File: src/rtl/aes_pkg.sv
// -----------------------------------------------------------------------------
// aes_pkg
// Shared definitions for the AES decryption datapath stages:
//   state_t    - IDLE / BUSY / DONE handshake FSM encoding
//   GF_POLY    - low byte of the AES field polynomial x^8+x^4+x^3+x+1
//   BYTE_W     - bits per state byte
//   COL_W      - bits per state column (four bytes)
//   COL_IDX_W  - width of a column index (four columns)
//   xtime()    - multiply a field element by x (i.e. by 02) in GF(2^8)
// -----------------------------------------------------------------------------
package aes_pkg;

  typedef enum logic [1:0] {
    IDLE = 2'd0,
    BUSY = 2'd1,
    DONE = 2'd2
  } state_t;

  localparam logic [7:0] GF_POLY   = 8'h1b;
  localparam int         BYTE_W    = 8;
  localparam int         COL_W     = 32;
  localparam int         COL_IDX_W = 2;

  // Shift left by one; if the x^7 term overflowed, fold it back with the
  // reduction polynomial.
  function automatic logic [7:0] xtime(input logic [7:0] b);
    return {b[6:0], 1'b0} ^ (b[7] ? GF_POLY : 8'h00);
  endfunction

endpackage

File: src/rtl/aes_inv_mix_column_word.sv
// -----------------------------------------------------------------------------
// aes_inv_mix_column_word
// Purely combinational InvMixColumns on a single 32-bit state column.
//   col_in   [0:31]  input column; byte k = bits 8k..8k+7, bit 8k is the MSB
//   col_out  [0:31]  transformed column, same byte layout
// Each byte is multiplied by 09/0b/0d/0e using only xtime chains:
//   09 = x8^x1, 0b = x8^x2^x1, 0d = x8^x4^x1, 0e = x8^x4^x2.
// -----------------------------------------------------------------------------
module aes_inv_mix_column_word
  import aes_pkg::*;
(
  input  logic [0:COL_W-1] col_in,
  output logic [0:COL_W-1] col_out
);

  logic [7:0] m9 [4];
  logic [7:0] mb [4];
  logic [7:0] md [4];
  logic [7:0] me [4];

  for (genvar i = 0; i < 4; i++) begin : g_byte
    logic [7:0] b, x2, x4, x8;

    assign b  = col_in[BYTE_W*i +: BYTE_W];
    assign x2 = xtime(b);
    assign x4 = xtime(x2);
    assign x8 = xtime(x4);

    assign m9[i] = x8 ^ b;
    assign mb[i] = x8 ^ x2 ^ b;
    assign md[i] = x8 ^ x4 ^ b;
    assign me[i] = x8 ^ x4 ^ x2;
  end

  // Rows of the inverse circulant matrix {0e 0b 0d 09}.
  assign col_out[0:7]   = me[0] ^ mb[1] ^ md[2] ^ m9[3];
  assign col_out[8:15]  = m9[0] ^ me[1] ^ mb[2] ^ md[3];
  assign col_out[16:23] = md[0] ^ m9[1] ^ me[2] ^ mb[3];
  assign col_out[24:31] = mb[0] ^ md[1] ^ m9[2] ^ me[3];

endmodule

File: src/rtl/aes_inv_mix_columns.sv
// -----------------------------------------------------------------------------
// aes_inv_mix_columns
// Iterative InvMixColumns stage for the AES-256 decryption round. A 128-bit
// state is captured over a valid/ready handshake, transformed in place
// COLS_PER_CYCLE columns per clock, then held until the downstream stage
// accepts it.
//   COLS_PER_CYCLE  columns per BUSY cycle; legal values 1, 2, 4
//                   (compute latency 4/COLS_PER_CYCLE cycles)
//   clk             rising-edge clock
//   reset           asynchronous active-low reset
//   in_data  [0:127] input state; byte k = bits 8k..8k+7 (bit 8k MSB),
//                    column c = bytes 4c..4c+3
//   in_valid        in_data is valid
//   in_ready        block can take a state this cycle (combinational)
//   out_data [0:127] working register; meaningful only while out_valid
//   out_valid       out_data holds a finished result (registered)
//   out_accept      downstream takes out_data this cycle
// -----------------------------------------------------------------------------
module aes_inv_mix_columns
  import aes_pkg::*;
#(
  parameter int COLS_PER_CYCLE = 1
) (
  input  logic         clk,
  input  logic         reset,
  input  logic [0:127] in_data,
  input  logic         in_valid,
  output logic         in_ready,
  output logic [0:127] out_data,
  output logic         out_valid,
  input  logic         out_accept
);

  // Column step as a 3-bit quantity so the carry out of the 2-bit column
  // counter marks the cycle that finishes column 3 (legal steps all land on 4).
  localparam logic [COL_IDX_W:0] STEP = (COL_IDX_W + 1)'(COLS_PER_CYCLE);

  state_t                 state;
  logic [COL_IDX_W-1:0]   col;
  logic [0:127]           work;
  logic [0:127]           work_next;
  logic [COL_IDX_W:0]     col_sum;

  logic [COL_IDX_W-1:0]   col_idx [COLS_PER_CYCLE];
  logic [0:COL_W-1]       col_in  [COLS_PER_CYCLE];
  logic [0:COL_W-1]       col_out [COLS_PER_CYCLE];

  assign col_sum = {1'b0, col} + STEP;

  // One single-column transformer per lane, each reading the column the
  // counter currently points at (plus its lane offset).
  for (genvar g = 0; g < COLS_PER_CYCLE; g++) begin : g_lane
    assign col_idx[g] = col + COL_IDX_W'(g);
    assign col_in[g]  = work[{col_idx[g], 5'd0} +: COL_W];

    aes_inv_mix_column_word u_word (
      .col_in  (col_in[g]),
      .col_out (col_out[g])
    );
  end

  // NOTE: every always_comb output gets a full default first so no path can
  // leave it unassigned and infer a latch.
  always_comb begin
    work_next = work;
    for (int g = 0; g < COLS_PER_CYCLE; g++) begin
      work_next[{col_idx[g], 5'd0} +: COL_W] = col_out[g];
    end
  end

  // NOTE: sequential state uses non-blocking assignments only, so every
  // register samples the pre-edge values regardless of statement order.
  // NOTE: the working register is reset too, because it is visible on
  // out_data and must read as zero coming out of reset.
  always_ff @(posedge clk or negedge reset) begin
    if (!reset) begin
      state     <= IDLE;
      col       <= '0;
      work      <= '0;
      out_valid <= 1'b0;
    end else begin
      case (state)
        IDLE: begin
          if (in_valid) begin
            work  <= in_data;
            col   <= '0;
            state <= BUSY;
          end
        end
        BUSY: begin
          work <= work_next;
          col  <= col_sum[COL_IDX_W-1:0];
          if (col_sum[COL_IDX_W]) begin
            state     <= DONE;
            out_valid <= 1'b1;
          end
        end
        DONE: begin
          // Accept with a waiting input restarts immediately; otherwise the
          // result is simply held until the downstream stage takes it.
          if (out_accept) begin
            out_valid <= 1'b0;
            if (in_valid) begin
              work  <= in_data;
              col   <= '0;
              state <= BUSY;
            end else begin
              state <= IDLE;
            end
          end
        end
        default: begin
          state     <= IDLE;
          out_valid <= 1'b0;
        end
      endcase
    end
  end

  assign in_ready = (state == IDLE) | ((state == DONE) & out_accept);
  assign out_data = work;

endmodule

File: config.mk
export PLATFORM = sky130hd
export DESIGN_NAME = aes_inv_mix_columns
export DESIGN_NICKNAME = d
export VERILOG_FILES = /design/src/rtl/aes_pkg.sv /design/src/rtl/aes_inv_mix_column_word.sv /design/src/rtl/aes_inv_mix_columns.sv
export SDC_FILE = /design/constraint.sdc
export NUM_CORES = 1
export LEC_CHECK = 0
export BUFFER_PORTS_ARGS = -buffer_cell sky130_fd_sc_hd__clkbuf_2
export CORE_MARGIN = 8
export CORE_UTILIZATION = 30
export CTS_CLUSTER_SIZE = 14
export DETAILED_ROUTE_END_ITERATION = 6
export GPL_TIMING_DRIVEN = 0
export HOLD_SLACK_MARGIN = 0.1
export PLACE_DENSITY_LB_ADDON = 0.3
export SETUP_SLACK_MARGIN = 0.5
export SYNTH_ARGS = -nofsm -noshare
export SYNTH_HDL_FRONTEND = slang
export SYNTH_HIERARCHICAL = 1
export SYNTH_SLANG_ARGS = --single-unit
File: constraint.sdc
create_clock -name clk -period 4.2 [get_ports clk]
set_clock_uncertainty 0.05 [all_clocks]
set_input_delay 0 -clock clk [delete_from_list [all_inputs] [get_ports clk]]
set_output_delay 0 -clock clk [all_outputs]
set_load 0.05 [all_outputs]
==> results.txt <==
----------------------------------------------------
[CTS]
  Clock Sink Count ... 133
  Clk_lat worst skew ... about 0.43 ns
  Number of buffers created by CTS ... 17
  Cell at the root of the clock tree ... sky130_fd_sc_hd__clkbuf_16
  Clock transition at the register clock pins on the worst setup and hold paths after CTS ... approximately 0.06 ns
  TritonCTS clock tree ... built
  Max clock buf depth ... 2
  Deepest level of the CTS H-tree ... 4

[Route]
  Initial DRC Count ... about 600
  Antenna-violating nets left ... 0
  Detailed Route WL ... between 40000 and 50000 um
  DR DRC count ... 0
  Number of iterations in the first detailed-routing pass ... 5
  Routed WL per cell ... 26.7 um
  DR vias/cell ... about 5.3
  Total number of vias ... 8602

[Floorplanning]
  Total core area ... approximately 33000 um2
  Die footprint ... roughly 40000 um2
  Number of primary I/O pins ... between 200 and 300
  Chip Height ... between 150 and 200 um
  Row count ... 67
  Die extent in x ... between 150 and 200 um
  Initial core utilization ... 0.303

[Global route]
  Met2 track demand over resource in global routing ... 0.350
  Highest-utilization routing layer at the global route stage ... met2
  GRT Total Usage ... 0.216
  Antenna violations before repair ... 0
  GR Util met3 ... 0.0495
  Residual overflow from global routing ... 0
  Routing usage on met1 ... 0.283
  Largest net degree at the start of global routing ... 73
  First-pass GRT wire length ... 61800 um
  Number of global-route vias before repair ... 9257

[Run status]
  Result of the run ... completed

[Logic synthesis]
  Post-synthesis average cell area ... around 14 um2
  Fraction of synthesis flops using an asynchronous set or reset pin ... 1.00
  Combinational family with the most area after synthesis ... multiplexers
  Share of cell area taken by muxes after synthesis ... 0.240
  Cell Area, Synth ... a little over 10000 um2
  Share of synthesized cell area in and, or, nand and nor gates ... 0.00953
  Number of unique standard cell types used by synthesis ... 40
  Syn_nets ... 869
  Area share of xor/xnor cells in the synthesized design ... 0.225
  Top cells by area, synth ... sky130_fd_sc_hd__dfrtp_1, sky130_fd_sc_hd__a32o_1, sky130_fd_sc_hd__xnor2_1
  Synthesized netlist cell count ... ~730
  Synth Area in Compound Gates ... 0.138
  Most used flip-flop cell after synthesis ... sky130_fd_sc_hd__dfrtp_1
  Proportion of netlist area held by the largest area contributor ... 0.329
  Area leader, netlist ... sky130_fd_sc_hd__dfrtp_1
  Syn. warnings ... 6
  Synthesized-area fraction occupied by adder cells ... 0.00495
  Count of flip-flops with a built-in enable after synthesis ... 0
  FF+latch count, synth ... 133
  Sequential element share of the synthesized area ... 0.329

[Setup path]
  Required time of the critical path ... around 4.5 ns
  Kind of start point of the critical path ... register
  Critical-path cell with the highest stage delay ... sky130_fd_sc_hd__mux4_2
  Type of the worst setup path ... register to register
  Worst reg2reg path startpoint ... col[0]$_DFFE_PN0P_
  Worst-path fanout max ... 10
  Arrival time at the worst endpoint ... ~3.9 ns
  Cell chain of the critical path ... buf_8 -> buf_8 -> mux4_2 -> buf_6 -> xnor2_4 -> xnor3_1 -> xnor3_1 -> xnor2_2 -> a32o_1 -> mux2_2
  Start point of the critical path ... col[0]$_DFFE_PN0P_
  CP peak stage delay ... approximately 0.56 ns
  Kind of end point of the critical path ... register

[Placement]
  Weighted congestion at the end of routability-driven global placement ... approximately 0.90
  Detailed-placement wirelength estimate ... ~32000 um
  Port Buffer Count ... between 200 and 300
  Number of cells in the design after placement ... between 1000 and 1500

[Cells and area]
  Synthesis-to-finish area growth ... 41.5%
  Share of final-layout standard cells stronger than drive strength 1 ... 0.482
  Number of standard cells in the final layout excluding fillers ... 1615
  Final net count ... 1290
  Fillers ... 3226
  Number of inserted diodes ... 0

[STA]
  Slew of the pin with the lowest slew margin ... approximately 0.93 ns
  Max Transition Viols Final ... 0
  Final-layout setup total negative slack ... 0 ns
  Final count of negative-setup-slack endpoints ... 0
  Final Hold Viols ... 0
  Min Clock Period, post-route ... ~3.6 ns
  Setup repair after global routing missed its margin ... yes
  Normalized max-slew margin ... 0.380
  Maximum clock frequency ... approximately 280 MHz
  Worst slack on hold paths ... roughly 0.40 ns
  Fin crit share ... 0.864

[Run]
  Max-cap violation count ... 0

[Hold path]
  Type of the tightest min-delay check ... input pin to register
  Start point of the worst hold path ... in_data[77]

----------------------------------------------------
critical path, delay by kind of cell, from the launching register on:
kind	cells	cell delay [ns]
flops	1	0.39
compound gates	1	0.25
xor+xnor	4	1.42
buf+inv	3	0.55
mux	2	0.83
synth_stat cells, types with 3 or more instances:
master and n:
sky130_fd_sc_hd__buf_2 36, sky130_fd_sc_hd__nand2_1 3, sky130_fd_sc_hd__buf_4 4, sky130_fd_sc_hd__a32o_1 128, sky130_fd_sc_hd__ha_1 4, sky130_fd_sc_hd__xor3_1 4
sky130_fd_sc_hd__xnor2_2 7, sky130_fd_sc_hd__o21ai_4 3, sky130_fd_sc_hd__xnor3_2 4, sky130_fd_sc_hd__o2bb2ai_1 3, sky130_fd_sc_hd__mux4_2 32, sky130_fd_sc_hd__xnor3_1 25
sky130_fd_sc_hd__mux2i_1 4, sky130_fd_sc_hd__xor2_1 35, sky130_fd_sc_hd__buf_12 6, sky130_fd_sc_hd__mux2_4 60, sky130_fd_sc_hd__xnor2_1 113, sky130_fd_sc_hd__mux2_2 67
sky130_fd_sc_hd__clkbuf_1 26, sky130_fd_sc_hd__inv_1 4, sky130_fd_sc_hd__buf_6 8, sky130_fd_sc_hd__dfrtp_1 133
cell usage in the layout, fill, tap and decap left out, types with 22 or more instances in the layout:
master,n
sky130_fd_sc_hd__dfrtp_1,133
sky130_fd_sc_hd__buf_2,31
sky130_fd_sc_hd__mux2_4,60
sky130_fd_sc_hd__dlygate4sd3_1,133
sky130_fd_sc_hd__mux2_2,67
sky130_fd_sc_hd__mux4_2,32
sky130_fd_sc_hd__clkbuf_1,24
sky130_fd_sc_hd__xor2_1,33
sky130_fd_sc_hd__xnor3_1,22
sky130_fd_sc_hd__xnor2_1,97
sky130_fd_sc_hd__clkbuf_2,262
sky130_fd_sc_hd__a32o_1,128
sequential cells by signal (all words and copies together) (netlist names):
| register | flops |
|---|---|
| out_valid | 1 |
| state | 2 |
| out_data | 128 |
| col | 2 |
what timing repair did:
action | CTS | global route
pin swaps | 2 | 5
setup endpoints to repair | 124 | 86
gates resized for setup | 34 | 18
endpoints found under the hold margin | 266 | 0
hold buffers | 134 | 0
buffers inserted | 3 | 3
metal layers:
| metal | part of all wire | up-vias |
|---|---|---|
| met5 | 0 | - |
| met4 | 0.022 | 0 |
| met3 | 0.072 | 58 |
| met2 | 0.48 | 422 |
| met1 | 0.43 | 4454 |
| li1 | - | 3668 |
final cells by class:
type | count | area (um2) | area share
multi-input combinational | 514 | 6450 | 0.451
timing repair buffer | 402 | 2750 | 0.192
clock inverter | 12 | 154 | 0.0108
sequential | 133 | 3330 | 0.233
buffer | 82 | 598 | 0.0418
tap | 448 | 561 | 0.0392
inverter | 4 | 15.0 | 0.00105
clock buffer | 20 | 457 | 0.0319
path summary, 6_finish.rpt:
path | cells past startpoint | slack, ns | to
worst max-delay path | 10 | 0.57 | out_data[115]$_DFFE_PN0P_
worst min-delay path | 4 | 0.40 | out_data[77]$_DFFE_PN0P_
worst max register to register | 10 | 0.57 | out_data[115]$_DFFE_PN0P_
worst min register to register | 2 | 0.48 | out_valid$_DFFE_PN0P_
max in group asynchronous | 4 | 3.04 | out_data[46]$_DFFE_PN0P_
min in group asynchronous | 3 | 0.44 | out_data[9]$_DFFE_PN0P_
kinds of logic after synthesis:
| group | Yosys count |
|---|---|
| xor gates and xnor gates | 193 |
| buffers and inverters | 86 |
| AOI/OAI and AO/OA | 140 |
| muxes | 164 |
| adders and majority gates | 4 |
| DFF | 133 |
| and+or+nand+nor | 13 |
through the flow:
step	worst slack, ns	instance area (um2)	utilization
2_1_floorplan	0.627	10100	-
3_3_place_gp	-0.169	12000	0.359
3_5_place_dp	-0.224	12000	0.360
4_1_cts	0.496	14200	0.425
5_1_grt	0.494	14300	0.429
6_report	0.573	14300	0.429
Power is left out: the tool's default activity adds up to more than one toggle a clock period on the data nets, which glitch-free logic cannot reach.
